$ cat src/rtl/mux_stream_arb.sv
// mux_stream_arb
//   N-channel registered stream multiplexer. Each cycle one input channel is
//   granted, either by an explicit select code (mode=0) or by round-robin
//   arbitration (mode=1). The granted word lands in a one-entry output
//   register that is handed to the consumer with a valid/ready handshake.
//
// Ports
//   clk          rising-edge clock
//   rst_n        asynchronous active-low reset
//   mode         0 = fixed select, 1 = round-robin
//   select       channel index used in fixed mode
//   in_data      flattened inputs, channel i at [i*WIDTH +: WIDTH]
//   in_valid     per-channel valid
//   in_ready     per-channel ready (one-hot or zero)
//   out_data     registered signed output word
//   out_valid    out_data holds an unconsumed word
//   out_ready    consumer takes out_data this cycle
//   out_channel  channel that supplied out_data

// Per-channel slice: raises ready when this channel holds the grant and the
// output register can load, and contributes its data to the AND-OR mux.
module mux_stream_arb_lane #(
    parameter int WIDTH     = 8,
    parameter int SEL_WIDTH = 2,
    parameter int IDX       = 0
) (
    input  logic                 load_en,
    input  logic                 gnt_vld,
    input  logic [SEL_WIDTH-1:0] gnt_idx,
    input  logic [WIDTH-1:0]     data,
    output logic                 ready,
    output logic [WIDTH-1:0]     data_masked
);
    assign ready       = load_en && gnt_vld && (gnt_idx == SEL_WIDTH'(IDX));
    assign data_masked = data & {WIDTH{ready}};
endmodule

module mux_stream_arb #(
    parameter int WIDTH     = 8,
    parameter int CHANNELS  = 4,
    parameter int SEL_WIDTH = 2
) (
    input  logic                       clk,
    input  logic                       rst_n,
    input  logic                       mode,
    input  logic [SEL_WIDTH-1:0]       select,
    input  logic [CHANNELS*WIDTH-1:0]  in_data,
    input  logic [CHANNELS-1:0]        in_valid,
    output logic [CHANNELS-1:0]        in_ready,
    output logic signed [WIDTH-1:0]    out_data,
    output logic                       out_valid,
    input  logic                       out_ready,
    output logic [SEL_WIDTH-1:0]       out_channel
);

    generate
        if (CHANNELS < 2 || CHANNELS > 16)
            $error("mux_stream_arb: CHANNELS must be in 2..16");
        if ((1 << SEL_WIDTH) < CHANNELS)
            $error("mux_stream_arb: SEL_WIDTH too narrow for CHANNELS");
    endgenerate

    typedef struct packed {
        logic                 vld;
        logic [SEL_WIDTH-1:0] idx;
    } gnt_t;

    logic [CHANNELS-1:0][WIDTH-1:0] ch_data;
    logic [CHANNELS-1:0][WIDTH-1:0] lane_data;
    logic [CHANNELS-1:0]            lane_ready;
    logic [SEL_WIDTH-1:0]           ptr;
    logic                           load_en;
    logic                           xfer;
    logic [WIDTH-1:0]               sel_data;
    gnt_t                           gnt_fix;
    gnt_t                           gnt_rr;
    gnt_t                           gnt;

    assign ch_data = in_data;
    assign load_en = !out_valid || out_ready;

    // Fixed mode: an out-of-range select matches no lane, so it never grants.
    always_comb begin
        gnt_fix = '0;
        for (int i = 0; i < CHANNELS; i++) begin
            if (select == SEL_WIDTH'(i) && in_valid[i]) begin
                gnt_fix.vld = 1'b1;
                gnt_fix.idx = SEL_WIDTH'(i);
            end
        end
    end

    // Round-robin: scan from ptr+1 upward with wrap; the last winner (ptr)
    // is visited last. ptr < CHANNELS, so one conditional subtract is enough
    // for the wrap.
    always_comb begin
        int idx;
        gnt_rr = '0;
        idx    = 0;
        for (int k = 1; k <= CHANNELS; k++) begin
            idx = int'(ptr) + k;
            if (idx >= CHANNELS)
                idx = idx - CHANNELS;
            if (!gnt_rr.vld && in_valid[idx]) begin
                gnt_rr.vld = 1'b1;
                gnt_rr.idx = SEL_WIDTH'(idx);
            end
        end
    end

    assign gnt = mode ? gnt_rr : gnt_fix;

    genvar gi;
    generate
        for (gi = 0; gi < CHANNELS; gi++) begin : g_lane
            mux_stream_arb_lane #(
                .WIDTH     (WIDTH),
                .SEL_WIDTH (SEL_WIDTH),
                .IDX       (gi)
            ) u_lane (
                .load_en     (load_en),
                .gnt_vld     (gnt.vld),
                .gnt_idx     (gnt.idx),
                .data        (ch_data[gi]),
                .ready       (lane_ready[gi]),
                .data_masked (lane_data[gi])
            );
        end
    endgenerate

    // Ready is forced low while reset is held, even though the empty output
    // register would otherwise allow a load.
    assign in_ready = lane_ready & {CHANNELS{rst_n}};

    // Ready is only raised on a valid lane, so any ready bit is a transfer.
    assign xfer = |in_ready;

    always_comb begin
        sel_data = '0;
        for (int i = 0; i < CHANNELS; i++)
            sel_data = sel_data | lane_data[i];
    end

    always_ff @(posedge clk or negedge rst_n) begin
        if (!rst_n) begin
            out_data    <= '0;
            out_channel <= '0;
            out_valid   <= 1'b0;
            ptr         <= SEL_WIDTH'(CHANNELS - 1);
        end else if (xfer) begin
            out_data    <= sel_data;
            out_channel <= gnt.idx;
            out_valid   <= 1'b1;
            if (mode)
                ptr <= gnt.idx;
        end else if (out_ready) begin
            out_valid <= 1'b0;
        end
    end

endmodule

$ cat config.mk
export PLATFORM = sky130hd
export DESIGN_NAME = mux_stream_arb
export DESIGN_NICKNAME = d
export VERILOG_FILES = /design/src/rtl/mux_stream_arb.sv
export SDC_FILE = /design/constraint.sdc
export NUM_CORES = 1
export LEC_CHECK = 0
export ABC_AREA = 1
export CAP_MARGIN = 20
export CORE_AREA = 3 3 52 73
export CTS_CLUSTER_SIZE = 28
export DETAILED_ROUTE_END_ITERATION = 6
export DIE_AREA = 0 0 55 76
export PLACE_DENSITY = 0.8
export SETUP_SLACK_MARGIN = 0.05
export SLEW_MARGIN = 40
export SYNTH_ARGS = -nofsm -noshare
export SYNTH_HDL_FRONTEND = slang
export SYNTH_SLANG_ARGS = --single-unit
$ cat constraint.sdc
create_clock -name clk -period 2.8 [get_ports clk]
set_input_delay 0.56 -clock clk [delete_from_list [all_inputs] [get_ports clk]]
set_output_delay 0.56 -clock clk [all_outputs]
set_load 0.01 [all_outputs]
Yosys cells after proc, flatten, opt, wreduce, memory -nomap -nowiden
Index checks and enable logic that the tools add are counted.
{"block": "op_classes", "addsub": 8, "magnitude_cmp": 8, "n_eq_ne": 6, "muxes": 27, "bitwise": 8, "reduce_logical": 22}
{"op": "< comparator 32 x 4 -> 1 bit (second input constant)", "count": 4}
{"op": "two-way mux 32 bit", "count": 4}
{"op": "bitwise AND 8 bit", "count": 4}
{"op": "two-way mux 3 bit", "count": 9}
{"op": "bitwise OR 8 bit", "count": 3}
{"op": "logical AND 1 bit", "count": 12}
{"op": "subtractor 3 x 3 -> 4 bit (second input constant)", "count": 3}
{"op": "two-way mux 1 bit", "count": 10}
{"op": ">= comparator 3 bit (second input constant)", "count": 3}
{"op": "binary-select mux 1 bit (select 2 bit)", "count": 4}
{"op": "equality test 2 bit (second input constant)", "count": 4}
{"op": "adder 2 x 2 -> 3 bit (second input constant)", "count": 2}
{"op": "subtractor 4 x 3 -> 5 bit (second input constant)", "count": 1}
{"op": "adder 2 x 3 -> 4 bit (second input constant)", "count": 1}
{"op": "bitwise AND 4 bit", "count": 1}
{"op": "equality test 2 x 1 -> 1 bit (second input constant)", "count": 2}
{"op": ">= comparator 4 x 3 -> 1 bit (second input constant)", "count": 1}
{"op": "zero test 1 bit", "count": 4}
{"op": "zero test 2 bit", "count": 2}
{"op": "OR reduction 4 bit", "count": 1}
{"op": "adder 2 x 1 -> 3 bit (second input constant)", "count": 1}
{"op": "AND reduction 2 bit", "count": 1}
{"op": "nonzero test 2 bit", "count": 1}
{"op": "logical OR 1 bit", "count": 1}
{"block": "word_totals", "regBits": 13, "in_bits": 42, "out_inout_bits": 15}

Longest topological paths before layout
Gate-level depths: netlist of run 1.
{"block": "depth", "ltp_word": 23, "mapped_depth": 18}

Cells and area by module
Synthesis of run 1 repeated with hierarchy kept, for this count alone.
{"block": "unflattened", "cells_unflattened": 216, "area_unflattened_um2": 1420.1}
{"mod": "mux_stream_arb", "n_inst": 1, "cells_per_inst": 136, "area_each_um2": 934.6, "seq_area_each_um2": 327.8}
{"mod": "mux_stream_arb_lane at g_lane[1].u_lane ...", "n_inst": 2, "cells_per_inst": 20, "area_each_um2": 135.1, "seq_area_each_um2": 0.0}
{"mod": "mux_stream_arb_lane at g_lane[3].u_lane", "n_inst": 1, "cells_per_inst": 19, "area_each_um2": 131.4, "seq_area_each_um2": 0.0}
{"mod": "mux_stream_arb_lane at g_lane[0].u_lane", "n_inst": 1, "cells_per_inst": 21, "area_each_um2": 83.8, "seq_area_each_um2": 0.0}

Worst setup path after synthesis of run 1
No wires, ideal clock.
{"block": "synth_timing", "path_type": "reg-to-output", "startpoint": "register ptr[0]", "endpoint": "output in_ready[0]", "t_arrival_ns": 1.823, "t_required_ns": 2.240, "path_slack_ns": 0.417, "path_stages_with_launch": 14, "n_path_buf": 2, "cell_sequence": "dfstp_2 buf_6 inv_6 nand2_2 nand2_2 nand2_2 a21boi_0 nand2_1 inv_1 nand2_1 nand2_1 nand2_2 buf_4 nor3_1"}
{"block": "synth_between", "elab_chain_cells": 20, "word_cells_on_any_way": 43, "classes_between": "add/sub (8); order compare (4); mux (21); bitwise (1); reduce/logical (9)"}
{"element": "start: declaration", "line": "71", "rtl": "logic [SEL_WIDTH-1:0] ptr;"}
{"element": "start signal: assignment", "line": "149", "rtl": "ptr <= SEL_WIDTH'(CHANNELS - 1);"}
{"element": "start signal: assignment", "line": "155", "rtl": "ptr <= gnt.idx;"}
{"element": "adder 2 x 1 -> 3 bit", "line": "101", "rtl": "idx = int'(ptr) + k;"}
{"element": "subtractor 3 x 3 -> 4 bit or >= comparator 3 bit (tied branches)", "line": "103, 102"}
{"element": "two-way mux 32 bit", "line": "102", "rtl": "if (idx >= CHANNELS)"}
{"element": "binary-select mux 1 bit (select 2 bit)", "line": "104", "rtl": "if (!gnt_rr.vld && in_valid[idx]) begin"}
{"element": "two-way mux 1 bit (implied by the code) (2 in series)", "line": "104"}
{"element": "two-way mux 3 bit", "line": "104"}
{"element": "zero test 1 bit", "line": "104"}
{"element": "logical AND 1 bit", "line": "104"}
{"element": "[... 3 more ...]"}
{"element": "two-way mux 3 bit", "line": "104"}
{"element": "zero test 1 bit", "line": "104"}
{"element": "logical AND 1 bit", "line": "104"}
{"element": "two-way mux 3 bit *", "line": "104"}
{"element": "two-way mux 3 bit *", "line": "111", "rtl": "assign gnt = mode ? gnt_rr : gnt_fix;"}
{"element": "zero test 2 bit or logical AND 1 bit (tied branches)", "line": "34", "rtl": "assign ready = load_en && gnt_vld && (gnt_idx == SEL_WIDTH'(IDX));"}
{"element": "logical AND 1 bit *", "line": "34"}
{"element": "bitwise AND 4 bit *", "line": "133", "rtl": "assign in_ready = lane_ready & {CHANNELS{rst_n}};"}
{"element": "end: declaration", "line": "49", "rtl": "output logic [CHANNELS-1:0] in_ready,"}
Every way passes the cells marked *; elsewhere a longest branch is shown, timed or not. The select of a mux whose other input is x is not followed.

Worst setup path in the final report of run 1
{"block": "layout_timing", "startpoint": "register ptr[0]", "endpoint": "output in_ready[3]"}
{"block": "layout_between", "elab_chain_cells": 20, "word_cells_on_any_way": 43, "classes_between": "add/sub (8); order compare (4); eq/ne (1); mux (21); bitwise (1); reduce/logical (8)"}
{"element": "adder 2 x 1 -> 3 bit", "line": "101"}
{"element": "subtractor 3 x 3 -> 4 bit or >= comparator 3 bit (tied branches)", "line": "103, 102"}
{"element": "two-way mux 32 bit", "line": "102"}
{"element": "binary-select mux 1 bit (select 2 bit)", "line": "104"}
{"element": "two-way mux 1 bit (implied by the code) (2 in series)", "line": "104"}
{"element": "two-way mux 3 bit", "line": "104"}
{"element": "zero test 1 bit", "line": "104"}
{"element": "logical AND 1 bit", "line": "104"}
{"element": "[... 3 more ...]"}
{"element": "two-way mux 3 bit", "line": "104"}
{"element": "zero test 1 bit", "line": "104"}
{"element": "logical AND 1 bit", "line": "104"}
{"element": "two-way mux 3 bit *", "line": "104"}
{"element": "two-way mux 3 bit *", "line": "111"}
{"element": "equality test 2 bit or logical AND 1 bit (tied branches)", "line": "34"}
{"element": "logical AND 1 bit *", "line": "34"}
{"element": "bitwise AND 4 bit *", "line": "133"}
Marked as above.

==> impl_metrics.yaml, run 1 <==
route:
  drtAntennaViolNets: 0
  drc: 0
  vias: 1639
  drt_iter0_drc: 44
  viasPerCell: 5.090
  firstDrtPassIters: 4
  routedWlPerCell_um: 12.95
  finalWirelength_um: 4171
floorplan:
  initial_core_util_pct: 42.22
  rows: 24
  die_area_mm2: 0.004180
  dieWidth_um: 55
  ios: 57
  core_area_mm2: 0.003183
  die_h_um: 76
global_route:
  grt_util_all_layers_pct: 20.89
  grt_pass1_vias: 1586
  grt_overflow: 0
  grt_pass1_wl_um: 6803
  grt_max_degree: 18
  antenna_found_initial: 0
sta:
  finalClockSkew_ns: 0.006372
  report.final.slew_viol_count: 0
  finalSetupTns_ns: 0
  post-route-period-util_pct: 96.23
  setup_viol: 0
  hold_viol_final: 0
  rsz0062_at_grt: "yes"
  fmax_ghz: 0.3711
  timing.hold.ws_ns: 0.4852
  fin_ws_ns: 0.1055
  slew-limit-headroom_pct: 82.57
  min_period_ns: 2.695
  worst_pin_slew_ns: 0.2594
logic_synthesis:
  syn_nets: 247
  ys.warnings.count: 0
  syn_inst: 205
  yosys.area_share.simple_pct: 57.54
  synth_cell_types: 31
  syn_area_mm2: 0.001344
  synth_fa_ha_area_share_pct: 0
  yosysSeqAreaShare_pct: 24.39
  synth-seq-cells: 13
  synth_edf_count: 0
  ys.flop_type: "dfrtp_1"
  synth_compound_area_share_pct: 3.631
  async_flop_share_pct: 100.0
  synth_top_family_by_area: "simple AND/OR/NAND/NOR gates"
  synth-xor-area-share_pct: 0
  synth.avg_cell_area_um2: 6.555
  synthMuxAreaShare_pct: 0
outcome:
  status: "completed"
cells_and_area:
  final_cells: 322
  layout-drive-gt1-share_pct: 32.16
  final_cell_mix: "46 x clkdlybuf4s50_1, 37 x nand2_1, 30 x nand3_1"
  nFillCells: 290
  nNetsFinal: 326
  final_common_cell: "clkdlybuf4s50_1"
  antenna_cells: 0
  syn2layout_area_growth_pct: 62.76
clock_network:
  path_clk_slew_ns: 0.05
  cts_tree: "built"
  cts_made_buffers: 3
  htree_levels: 1
  cts_sinks: 13
  clk_path_buf_depth: 2
  clk_latency_ns: 0.24
  clockRootBuffer: "clkbuf_8"
critical_path:
  end_kind: "output port"
  path_cells: "buf_12 > nand2_2 > nand3_2 > nand2_2 > nor2_4 > nand4_1 > nand3_2 > nand2_2 > buf_4 > nor4_4 > buf_2"
  max_stage_delay_ns: 0.60
  r2r_setup_slack_ns: 0.44
  worst_path_most_repeated_cell: "nand2_2"
  worst-path-max-fanout: 7
  critPathKind: "reg2out"
  crit-reg2reg-launch: "ptr[0]"
  r2r_cells: 15
  arrival_ns: 2.13
  cp.required_ns: 2.24
  reg2reg_to: "out_data[1]"
  start_kind: "flip-flop"
  crit_slowest_cell: "dfstp_2"
pwr:
  total_power_mw: 2.000
  powerDensity_mw_per_mm2: 914.6
  ir_drop_v: 0.0004780
  leakagePower_nw: 1.077
placed_design:
  pre_cts_ws_ns: -0.4917
  dp.cells: 306
  place_congestion: 0.8312
  hpwl_um: 3115
  port_buffers: 56
run:
  cap_violations: 0
hold_path:
  min_path_type: "reg2reg"
  hold_depth: 2
  hold_end: "out_channel[1]"
  hp-start: "out_channel[1]"
==> routing by layer <==
metal / part of all wire, % / global-route usage, %
met2: 55 / 37.09
met5: 0 / 0
met1: 37 / 23.54
met3: 7.2 / 6.654
met4: 1.1 / 3.406
==> worst max-delay path: cells and delay by family (launching register included) <==
family | cells | cell delay (ns)
flops | 1 | 0.60
simple gates | 8 | 0.82
buf+inv | 3 | 0.48
==> what timing repair did <==
| item | CTS | global route |
|---|---|---|
| endpoints found under the setup margin | 4 | 4 |
| resized for setup | 27 | 18 |
| setup buffers | 10 | 2 |
| pin swaps | 9 | 9 |
| hold buffers | 0 | 0 |
==> through the flow <==
stage          cell area (um^2)  util, %
2_1_floorplan              1344        -
3_3_place_gp               1981    62.22
3_5_place_dp               1981    62.22
4_1_cts                    2122    66.67
5_1_grt                    2187    68.71
6_report                   2187    68.71
==> worst max-delay path by stage <==
stage / startpoint / endpoint / slack [ns] / cells after the start
after detailed placement: in_valid[1] / in_ready[3] / -0.49 / 12
after CTS: ptr[0] / in_ready[3] / 0.04 / 12
after global placement: in_valid[1] / in_ready[3] / -0.40 / 12
after floorplan: ptr[0] / in_ready[0] / 0.42 / 13
after global routing: ptr[0] / in_ready[3] / -0.03 / 12
final: ptr[0] / in_ready[3] / 0.11 / 11
==> cells in the mapped netlist, types with 2 or more instances <==
cell type / instances / share of area (%)
nor3_1: 2 / 0.74
nor2_1: 19 / 5.3
dfstp_2: 2 / 3.9
nor2_2: 2 / 0.93
or2_2: 7 / 3.3
dfrtp_1: 11 / 20
inv_1: 19 / 5.3
o21ai_1: 2 / 0.74
buf_6: 6 / 5.0
nor2_4: 2 / 1.7
buf_2: 2 / 0.74
nand2_4: 3 / 2.5
inv_2: 3 / 0.84
nand2_2: 16 / 7.4
nand4_1: 18 / 8.4
a21oi_1: 2 / 0.74
nand3_1: 32 / 12
nand2_1: 44 / 12
==> logic make-up after synthesis <==
logic type,Yosys count
and+or+nand+nor,149
buffers and inverters,35
DFF,13
AOI/OAI and AO/OA,8
==> flip-flops by register name (all words and copies together), names as in the netlist <==
name and flops:
ptr 2, out_valid 1, out_channel 2, out_data 8
==> report_power, final <==
| part | total [mW] | internal (mW) | switching [mW] |
|---|---|---|---|
| Clock | 0.165 | 0.100 | 0.0644 |
| Combinational | 1.48 | 0.681 | 0.794 |
| Sequential | 0.360 | 0.290 | 0.0697 |
| Total | 2.00 | 1.07 | 0.929 |
==> final cells by class <==
type	instances	area (um^2)	share of cell area, %
flip-flops and latches	13	327.8	14.99
multi-input cells	157	900.9	41.19
clock buffers	4	45.04	2.059
well taps	39	48.80	2.231
inverters	25	101.3	4.634
repair buffers	84	763.2	34.90
(Power assumes the default switching activity.)
==> inputs of run 2 (changes only) <==
Settings changed: CORE_AREA 3 3 52 73 to 2 2 52 73, DIE_AREA 0 0 55 76 to 0 0 54 75, SYNTH_HIERARCHICAL set to 1.
==> run 2 against run 1 <==
  * Setup slack worse by 0.29 ns
  * Synthesized area is 5.7% higher
  * The flow now finishes with violations (setup timing)
  * Sequential power fell by 6.4%
  * Via count is 16% higher
  * Total power up 35%
  * Core utilization rose by 11 points
  * Register-to-register slack got worse by 0.60 ns
  * Count of clock-buffer cells in the layout down 1
  * Critical path type unchanged
==> impl_metrics.yaml, run 2 <==
critical_path:
  crit-reg2reg-launch: "ptr[0]"
  worst-path-max-fanout: 8
  worstSetupStartpoint: "ptr[0]"
  max_stage_delay_ns: 0.60
  path_cells: "clkinv_4 > nand2_2 > nand2_2 > nand2_2 > nand2_4 > nor2_4 > nand3_2 > nand2_2 > nor2_4 > a31oi_4 > buf_6 > inv_2 > nand2_2 > nor2_2 > nand2_1 > inv_2 > buf_6"
  reg2reg_to: "out_channel[1]"
  r2r_cells: 21
  critPathKind: "reg2out"
  worst_path_most_repeated_cell: "nand2_2"
  start_kind: "flip-flop"
  arrival_ns: 2.42
  end_kind: "output port"
  cp.required_ns: 2.24
  crit_slowest_cell: "dfstp_2"
  r2r_setup_slack_ns: -0.16
run:
  cap_violations: 0
sta:
  worst_pin_slew_ns: 0.3182
  slew-limit-headroom_pct: 78.56
  rsz0062_at_grt: "yes"
  timing.hold.ws_ns: 0.4909
  setup_viol: 17
  min_period_ns: 2.984
  finalClockSkew_ns: 0.003929
  fin_ws_ns: -0.1838
  fmax_ghz: 0.3351
  post-route-period-util_pct: 106.6
  hold_viol_final: 0
  report.final.slew_viol_count: 0
clock_network:
  htree_levels: 1
  cts_made_buffers: 3
  clk_latency_ns: 0.24
  path_clk_slew_ns: 0.06
  cts_hold_buffers: 0
  clk_path_buf_depth: 2
  cts_tree: "built"
  clockRootBuffer: "clkbuf_8"
  cts_sinks: 13
logic_synthesis:
  syn_area_mm2: 0.001420
  yosysSeqAreaShare_pct: 23.08
  ys_top_cells_by_count: "51 x inv_1, 50 x nand2_1, 24 x nor3_2"
  ys.flop_type: "dfrtp_1"
  syn_nets: 258
  synth_top_area_cell: "dfrtp_1"
  syn_inst: 216
  synth_edf_count: 0
  synth_cell_types: 24
  yosysTopAreaCellShare_pct: 19.38
  async_flop_share_pct: 100.0
  synth.most_common_cell: "inv_1"
  synth_area_leaders: "dfrtp_1 19%, nor3_2 17%, inv_1 13%, nand2_1 13%, nand2_2 5.7%"
  synth.avg_cell_area_um2: 6.575
  synth-seq-cells: 13
  ys.warnings.count: 6
global_route:
  grt_busiest_layer: "met2"
  grt_pass1_wl_um: 8086
  grt_use_met2_pct: 53.79
  grtUsageMet3_pct: 2.381
  grt_max_degree: 13
  gr-usage-met1_pct: 26.99
  grt_overflow: 0
  antenna_found_initial: 0
  grt_pass1_vias: 1848
  grt_util_all_layers_pct: 27.36
floorplan:
  initial_core_util_pct: 42.04
  rows: 25
  ios: 57
  core_area_mm2: 0.003378
  die_h_um: 75
  dieWidth_um: 54
  die_area_mm2: 0.004050
placed_design:
  port_buffers: 56
  hpwl_um: 3513
  place_congestion: 0.9209
pwr:
  switching_share_pct: 48.54
  clkPwrFrac_pct: 6.4
  pwr-share-seq_pct: 12.5
  power_frac_comb_pct: 81.1
  total_power_mw: 2.696
  p_int_mw: 1.387
  powerDensity_mw_per_mm2: 1005
  power_switching_mw: 1.309
  ir_drop_v: 0.0008625
  leakagePower_nw: 1.367
route:
  viasPerCell: 5.160
  vias: 1904
  drt_iter0_drc: 82
  routedWlPerCell_um: 15.79
  finalWirelength_um: 5825
  firstDrtPassIters: 4
  drc: 0
  drtAntennaViolNets: 0
outcome:
  violations: "setup timing"
  status: "finished, violations left"
cells_and_area:
  antenna_cells: 0
  final_common_cell: "clkdlybuf4s50_1"
  regMostFlops: "out_data"
  final_cell_mix: "48 x clkdlybuf4s50_1, 46 x buf_4, 42 x inv_1"
  syn2layout_area_growth_pct: 88.90
  largest_reg_flops: 8
  top_regs: "out_data: 8 flops, out_channel: 2 flops, ptr: 2 flops"
  nNetsFinal: 372
  layout-drive-gt1-share_pct: 46.81
hold_path:
  hold_depth: 2
  hp-start: "out_channel[0]"
  min_path_type: "reg2reg"
  hold_end: "out_channel[0]"
==> run 2: changes by cell type after synthesis, sizes merged, moves of 3 or more <==
cell	previous run	this run
buf	9	2
inv	24	54
nand2	63	66
nand3	32	11
nand4	19	1
nor2	23	19
nor3	3	24
nor4	1	9
o21ai	4	9
or2	8	0
==> run 2: area by class of cell <==
type                       count  area (um^2)
fill                         207        695.7
clock inverter                 1        5.005
clock buffer                   3        41.29
sequential                    13        327.8
tap                           40        50.05
inverter                      54        207.7
multi-input combinational    146         1017
timing repair buffer         112         1033
==> run 2: power groups by stage <==
stage               Combinational (mW)  Clock (mW)  Sequential (mW)
floorplan                        0.893           0            0.340
global placement                  1.42           0            0.335
detailed placement                1.45           0            0.338
CTS                               1.86       0.170            0.329
global route                      2.33       0.181            0.344
finish                            2.19       0.172            0.337
==> run 2: kinds of logic after synthesis <==
kind of cell | synth area share, %
compound gates | 6.255
buf+inv | 17.00
simple gates | 53.66
flops | 23.08
==> run 2: worst max path at each step <==
stage | endpoint | slack (ns) | cells past startpoint
final | in_ready[1] | -0.18 | 17
after global routing | in_ready[1] | -0.31 | 17
after CTS | in_ready[1] | -0.05 | 17
after detailed placement | in_ready[1] | -0.67 | 14
after global placement | in_ready[1] | -0.68 | 14
after floorplan | out_channel[1] | 0.08 | 21
==> run 2: repair_timing <==
item | 4_1_cts | 5_1_grt
pin swaps | 21 | 18
gates resized for setup | 63 | 32
buffers inserted | 24 | 5
setup endpoints to repair | 17 | 17
cloned | 1 | 0
==> run 2: metal layers <==
metal	up-vias	part of all wire (%)
met5	-	0
met4	0	5.9
met3	30	4.6
met2	84	55
met1	891	34
li1	899	-
==> run 2: critical path: cells and delay by family, from the launching register on <==
kind,cells,cell delay (ns)
AND/OR/NAND/NOR,11,0.90
flip-flops,1,0.60
buffers and inverters,5,0.48
AO/OA/AOI/OAI,1,0.19
==> run 2: per-stage QoR <==
stage	instances	setup slack [ns]	instance area (um^2)	setup TNS, ns	utilization (%)
global route	369	-0.3060	2683	-4.910	79.41
detailed placement	336	-0.6666	2225	-8.245	65.85
floorplan	216	0.08126	1435	0	-
global placement	336	-0.6757	2225	-7.650	65.85
CTS	365	-0.04688	2547	-0.1158	75.41
finish	369	-0.1838	2683	-2.125	79.41
